--- src/rtl/cnn_mac_sched.sv ---
// Convolution tap MAC: reads NTAP pixel/weight pairs from ap_fifo inputs, accumulates, writes one result.
// Latency NTAP+2 cycles from start to done; input bubbles stall the tap count, out_full_n=0 holds WRITE.
// Optional build macro CNN_MAC_RELU_EN clamps negative results to zero.
module cnn_mac_sched #(
    parameter int NTAP  = 9,
    parameter int ACC_W = 24
) (
    input  logic                    ap_clk,
    input  logic                    ap_rst_n,
    input  logic                    ap_start,
    output logic                    ap_done,
    output logic                    ap_idle,
    output logic                    ap_ready,
    input  logic [13:0]             in_a_dout,
    input  logic                    in_a_empty_n,
    output logic                    in_a_read,
    input  logic [5:0]              in_b_dout,
    input  logic                    in_b_empty_n,
    output logic                    in_b_read,
    output logic [ACC_W-1:0]        out_din,
    input  logic                    out_full_n,
    output logic                    out_write
);

    typedef enum logic [1:0] {IDLE, RUN, FLUSH, WRITE} state_t;

    localparam logic [6:0] NTAP_C = 7'(NTAP);
    localparam logic [6:0] LAST_C = 7'(NTAP - 1);

    state_t                  state;
    logic [6:0]              taps;
    logic signed [ACC_W-1:0] acc;
    logic signed [ACC_W-1:0] p_ext;
    logic signed [ACC_W-1:0] acc_sum;
    logic signed [ACC_W-1:0] result;
    logic signed [19:0]      a_ext;
    logic signed [19:0]      b_ext;
    logic signed [19:0]      prod;
    logic signed [19:0]      p_reg;
    logic                    p_vld;
    logic                    rd;
    logic                    wr;

    // Both operands widened to 20 bits so the multiply is evaluated at full product width.
    assign a_ext = 20'($signed(in_a_dout));
    assign b_ext = {14'd0, in_b_dout};
    assign prod  = a_ext * b_ext;

    assign p_ext   = ACC_W'(p_reg);
    assign acc_sum = p_vld ? acc + p_ext : acc;

`ifdef CNN_MAC_RELU_EN
    assign result = acc_sum[ACC_W-1] ? '0 : acc_sum;
`else
    assign result = acc_sum;
`endif

    // FIFO strobes must follow empty_n/full_n in the same cycle, so they stay combinational.
    assign rd = (state == RUN) && in_a_empty_n && in_b_empty_n && (taps < NTAP_C);
    assign wr = (state == WRITE) && out_full_n;

    assign in_a_read = rd;
    assign in_b_read = rd;
    assign out_write = wr;
    assign ap_done   = wr;
    assign ap_ready  = wr;
    assign ap_idle   = (state == IDLE);

    always_ff @(posedge ap_clk) begin
        if (!ap_rst_n) begin
            state   <= IDLE;
            taps    <= '0;
            acc     <= '0;
            p_reg   <= '0;
            p_vld   <= 1'b0;
            out_din <= '0;
        end else begin
            p_vld <= rd;
            if (rd) begin
                p_reg <= prod;
            end
            case (state)
                IDLE: begin
                    if (ap_start) begin
                        state <= RUN;
                        taps  <= '0;
                        acc   <= '0;
                        p_vld <= 1'b0;
                    end
                end
                RUN: begin
                    acc <= acc_sum;
                    if (rd) begin
                        taps <= taps + 7'd1;
                        if (taps == LAST_C) begin
                            state <= FLUSH;
                        end
                    end
                end
                FLUSH: begin
                    acc     <= acc_sum;
                    out_din <= result;
                    state   <= WRITE;
                end
                WRITE: begin
                    if (out_full_n) begin
                        state <= IDLE;
                    end
                end
                default: state <= IDLE;
            endcase
        end
    end

endmodule

--- config.mk ---
export PLATFORM = sky130hd
export DESIGN_NAME = cnn_mac_sched
export DESIGN_NICKNAME = d
export VERILOG_FILES = /design/src/rtl/cnn_mac_sched.sv
export SDC_FILE = /design/constraint.sdc
export NUM_CORES = 1
export LEC_CHECK = 0
export ABC_AREA = 1
export BUFFER_PORTS_ARGS = -buffer_cell sky130_fd_sc_hd__buf_2
export CAP_MARGIN = 20
export CORE_MARGIN = 3
export CORE_UTILIZATION = 34
export CTS_CLUSTER_SIZE = 28
export DETAILED_ROUTE_END_ITERATION = 12
export HOLD_SLACK_MARGIN = 0.06
export PLACE_DENSITY = 0.52
export SLEW_MARGIN = 20
export SYNTH_ARGS = -nofsm -noshare
export SYNTH_HDL_FRONTEND = slang
export SYNTH_SLANG_ARGS = --single-unit
--- constraint.sdc ---
create_clock -name ap_clk -period 4.55 [get_ports ap_clk]
set_input_delay 0.2275 -clock ap_clk [delete_from_list [all_inputs] [get_ports ap_clk]]
set_output_delay 0.2275 -clock ap_clk [all_outputs]
set_load 0.005 [all_outputs]
==> results of run 1 <==
==> worst min path at each step <==
stage,start,end,cells past startpoint
3_5_place_dp,taps[4],taps[4],2
2_1_floorplan,in_b_dout[0],p_reg[0],2
5_1_grt,ap_start,p_vld,4
6_report,ap_start,p_vld,4
4_1_cts,ap_start,p_vld,4
3_3_place_gp,taps[6],taps[6],2
==> cells in the final DEF, fill, tap and decap left out, drive strengths merged, types with 2 or more instances in the layout <==
cell type / n
a21o: 6
a21oi: 66
a31o: 2
a31oi: 3
buf: 61
clkbuf: 9
clkinvlp: 2
dfxtp: 78
fa: 58
ha: 68
inv: 296
nand2: 384
nand3: 70
nand3b: 3
nand4: 9
nor2: 99
nor3: 9
o211ai: 6
o21ai: 54
o21bai: 2
or2: 14
xnor2: 13
xor2: 7
==> power breakdown <==
| group | switching, mW | leakage (nW) | internal [mW] |
|---|---|---|---|
| clock network | 0.319 | 0.144 | 0.432 |
| registers | 0.0719 | 0.633 | 0.798 |
| logic | 1.16 | 4.45 | 0.690 |
| total | 1.55 | 5.23 | 1.92 |
==> worst max-delay path, cell delays in order <==
cell     delay, ns
buf_2         0.19
nand2_1       0.08
inv_1         0.07
fa_1          0.59
inv_1         0.12
fa_1          0.54
inv_1         0.05
fa_1          0.52
inv_1         0.05
fa_1          0.50
inv_1         0.04
ha_1          0.35
a21o_1        0.20
a31o_2        0.21
a21oi_1       0.15
a21oi_1       0.08
o21ai_0       0.15
inv_1         0.05
==> cell type report <==
| cell class | count | area (um2) |
|---|---|---|
| Tap cell | 319 | 399 |
| Fill cell | 2644 | 14600 |
| Sequential cell | 78 | 1560 |
| Clock buffer | 9 | 225 |
| Clock inverter | 7 | 78.8 |
| Inverter | 293 | 1100 |
| Multi-Input combinational cell | 877 | 5430 |
| Timing Repair Buffer | 61 | 320 |
==> layer usage <==
layer,GRT usage,vias to the layer above,routed length (um)
li1,-,3956,-
met1,0.210,3297,9690
met2,0.286,59,9550
met3,0.0158,17,376
met4,0.0396,0,260
met5,0,-,0
==> metrics by stage <==
step                cell area [um2]  std cells  setup slack (ns)
floorplan                      8250       1281             0.426
global placement               8810       1628             0.261
detailed placement             8810       1628             0.215
CTS                            9120       1644             0.592
global route                   9120       1644             0.269
finish                         9120       1644             0.612
==> cell families (layout without fill, tap and decap cells) <==
| group | Yosys count | in the layout | share of synthesized area |
|---|---|---|---|
| AO/OA/AOI/OAI | 142 | 142 | 0.0935 |
| XOR/XNOR | 20 | 20 | 0.0212 |
| adder cells (fa/ha/maj) | 126 | 126 | 0.244 |
| buffers and inverters | 326 | 370 | 0.153 |
| flip-flops | 78 | 78 | 0.189 |
| AND/OR/NAND/NOR | 589 | 589 | 0.299 |
==> reports/metrics.cfg, run 1 <==
[detailed_routing]
drt-total-wl_um=19900
drt-initial-drc-count=278
antenna_left=0
dr.pass1.iters=4
drt-wirelength-per-cell_um=12.1
dr_total_vias=7329
via_per_inst=4.46
drc=0

[global_route]
gr-total-overflow=0
grt_start_max_net_pins=47
grt_pass1_wl_um=35200
antenna_found_initial=0
grt_pass1_vias=7456
grtUsageTotal=0.161

[die]
die_area_mm2=0.0262
die_h_um=162
die_x_um=162
initial_utilization=0.348
io_pins=56
core-area_mm2=0.0237
num_rows=56

[logic_synthesis]
async_flop_share=0
synth_common_cells=369 x nand2_1, 290 x inv_1, 90 x nor2_1, 78 x dfxtp_1, 68 x ha_1
seq_area_frac_synth=0.189
yosys-top-cells-area=dfxtp_1 19%, nand2_1 17%, fa_1 14%, inv_1 13%, ha_1 10%
syn_nets=1433
avgSynthCellArea_um2=6.44
synth_ff_type=dfxtp_1
synth_edf_count=0
netlist_area_mm2=0.00825
synth.largest_area_cell=dfxtp_1
synthCells=1281
synth_cell_types=37
ys_ff_latch=78
yosysWarnings=0
synth_top_area_share=0.189
yosysMostFrequentCell=nand2_1

[clocking]
cts_buffers=9
cts_buffer_depth=2
htreeDepth=3
clock_latency_ns=0.35
cts_hold_buf=0
cts_sinks=78
cts_setup_buffers=0
cts_tree=done
clk_pin_slew_ns=0.07
root_buffer=clkbuf_16
cts-resized-gates=0

[pwr]
finalPower_mw=3.47
power_density_mw_per_mm2=381
irDropWorstVdd_mv=0.176
leakage_nw=5.23

[cells_and_area]
n_antenna_cell=0
final_util=0.385
area_growth_pct=10.5
num-nets-final=1472
drive_gt1_frac=0.0951

[sta]
holdWs_ns=0.193
rsz0062_at_grt=false
skew_ns=0.00836
finalSetupViolations=0
relSlewSlack=0.415
maxSlewViolCount=0
min_period_ns=3.94
finalHoldViolations=0
worst_slew_pin_slew_ns=0.876
fmax_mhz=254
fin_crit_sh=0.866
finalSetupTns_ns=0

[flow_run]
cap_violations=0

[critical_path]
worst_r2r_endpoint=p_reg[17]
critical_path_class=in -> reg
rrSetupSlack_ns=2.28
critPathLaunch=in_b_dout[2]
critPathCapture=p_reg[17]
r2r_start=state[1]
arrival_ns=4.18
cp_max_fo=14
cp.required_ns=4.79
end_kind=flip-flop
start_kind=primary input
reg2regPathDepth=10

[place]
io_buffers=55
gp_congestion=0.824
dp_hpwl_um=16100

[outcome]
run_status=complete, no violations

[worst_hold_path]
hold_path.class=in -> reg

Power figures use the tool's default switching activity.
==> run 2: changes to the inputs <==
Settings changed: REMOVE_ABC_BUFFERS set to 1.
Clock period 4.55 ns to 4.8 ns, I/O delays scaled along.
==> reports/metrics.cfg, run 2 (synthesis gave the netlist of run 1 again) <==
[critical_path]
worst_r2r_endpoint=p_reg[17]
reg2regPathDepth=10
r2r_start=state[1]
cp.required_ns=5.04
arrival_ns=4.26
start_kind=primary input
end_kind=flip-flop
rrSetupSlack_ns=2.55
cp_max_fo=14
critical_path_class=in -> reg

[die]
die_h_um=162
initial_utilization=0.348
core-area_mm2=0.0237
io_pins=56
die_x_um=162
die_area_mm2=0.0262
num_rows=56

[pwr]
irDropWorstVdd_mv=0.155
swShare=0.454
p_comb_frac=0.540
p_switching_mw=1.47
leakage_nw=5.22
p_int_mw=1.77
power_density_mw_per_mm2=357
power_frac_seq=0.254
clkPwrFrac=0.206

[detailed_routing]
antenna_left=0
via_per_inst=4.42
drt-total-wl_um=19700
drc=0
dr.pass1.iters=5
drt-initial-drc-count=292
dr_total_vias=7251
drt-wirelength-per-cell_um=12.0

[cells_and_area]
finalInstanceArea_mm2=0.00909
final_util=0.384
fill_cells=2657
area_growth_pct=10.1
final_cell_mix=369 x nand2_1, 290 x inv_1, 90 x nor2_1
multi_input_area_mm2=0.00543
n_antenna_cell=0
drive_gt1_frac=0.0937
seqCellArea_mm2=0.00156
layout_commonest_cell=nand2_1
num-nets-final=1470

[sta]
finalSetupViolations=0
finalSetupTns_ns=0
fin_crit_sh=0.837
maxSlewViolCount=0
relSlewSlack=0.397
finalHoldViolations=0
min_period_ns=4.02
rsz0062_at_grt=false
worst_slew_pin_slew_ns=0.903
skew_ns=0.00912
fmax_mhz=249

[global_route]
antenna_found_initial=0
grtUsageTotal=0.156
grt_start_max_net_pins=47
grt_pass1_vias=7085
gr-total-overflow=0
grt_pass1_wl_um=34100

[clocking]
cts_setup_buffers=0
cts_buffers=9
cts_sinks=78
htreeDepth=3
cts_buffer_depth=2
cts_tree=done
cts-resized-gates=0
cts_hold_buf=0
clock_latency_ns=0.35
root_buffer=clkbuf_16
clk_pin_slew_ns=0.06

[place]
dp_hpwl_um=15800
io_buffers=55
placed_area_mm2=0.00880
gp_congestion=0.871

[worst_hold_path]
hold_path.class=in -> reg
hold_start=ap_start
hold_depth=4
hold_path_end=p_vld

[flow_run]
cap_violations=0

[outcome]
run_status=complete, no violations

run 2: cell count changes in the layout (fill, tap and decap cells not counted):
cell / previous run / this run
buf_4: 6 / 4
clkinvlp_4: 2 / 0
bufinv_16: 1 / 0
clkinv_4: 0 / 1
inv_6: 2 / 3
inv_8: 1 / 2
run 2: layout make-up:
cell class / instances / area share
tap: 319 / 0.0439
clock inverter: 7 / 0.00688
clock buffer: 9 / 0.0248
timing repair buffer: 59 / 0.0336
multi-input combinational: 877 / 0.598
sequential: 78 / 0.172
inverter: 293 / 0.121
run 2: metal layers:
layer  wire [um]  GRT usage  part of all wire
met5           0          0                 0
met4         245     0.0372             0.012
met3         401     0.0186             0.020
met2        9250      0.268              0.47
met1        9790      0.211              0.50
run 2: metrics by stage:
step | worst slack, ns | total power [mW] | instances | hold slack (ns)
2_1_floorplan | 0.838 | 2.11 | 1248 | 0.376
3_3_place_gp | 0.469 | 2.60 | 1626 | 0.436
3_5_place_dp | 0.423 | 2.61 | 1626 | 0.435
4_1_cts | 0.788 | 3.30 | 1642 | 0.212
5_1_grt | 0.557 | 3.60 | 1642 | 0.239
6_report | 0.782 | 3.25 | 1642 | 0.225
run 2: power groups by stage:
stage	registers (mW)	logic (mW)	clock network, mW
5_1_grt	0.842	2.03	0.720
4_1_cts	0.827	1.78	0.692
3_5_place_dp	0.841	1.77	0
2_1_floorplan	0.833	1.28	0
6_report	0.825	1.75	0.669
3_3_place_gp	0.839	1.76	0
run 2: worst max-delay path by stage:
stage / depth (start not counted) / slack [ns] / startpoint / to
after floorplan: 17 / 0.84 / in_a_dout[13] / p_reg[17]
after global placement: 18 / 0.47 / in_b_dout[1] / p_reg[17]
after detailed placement: 18 / 0.42 / in_b_dout[1] / p_reg[17]
after CTS: 18 / 0.79 / in_b_dout[1] / p_reg[17]
after global routing: 22 / 0.56 / in_b_dout[3] / p_reg[18]
final: 18 / 0.78 / in_b_dout[1] / p_reg[17]
run 2: worst max-delay path, stage by stage:
cell	delay, ns
buf_2	0.19
nand2_1	0.14
inv_1	0.10
fa_1	0.55
inv_1	0.11
fa_1	0.53
inv_1	0.05
fa_1	0.53
inv_1	0.05
fa_1	0.49
inv_1	0.04
ha_1	0.36
a21o_1	0.20
a31o_2	0.22
a21oi_1	0.16
a21oi_1	0.09
o21ai_0	0.15
inv_1	0.05
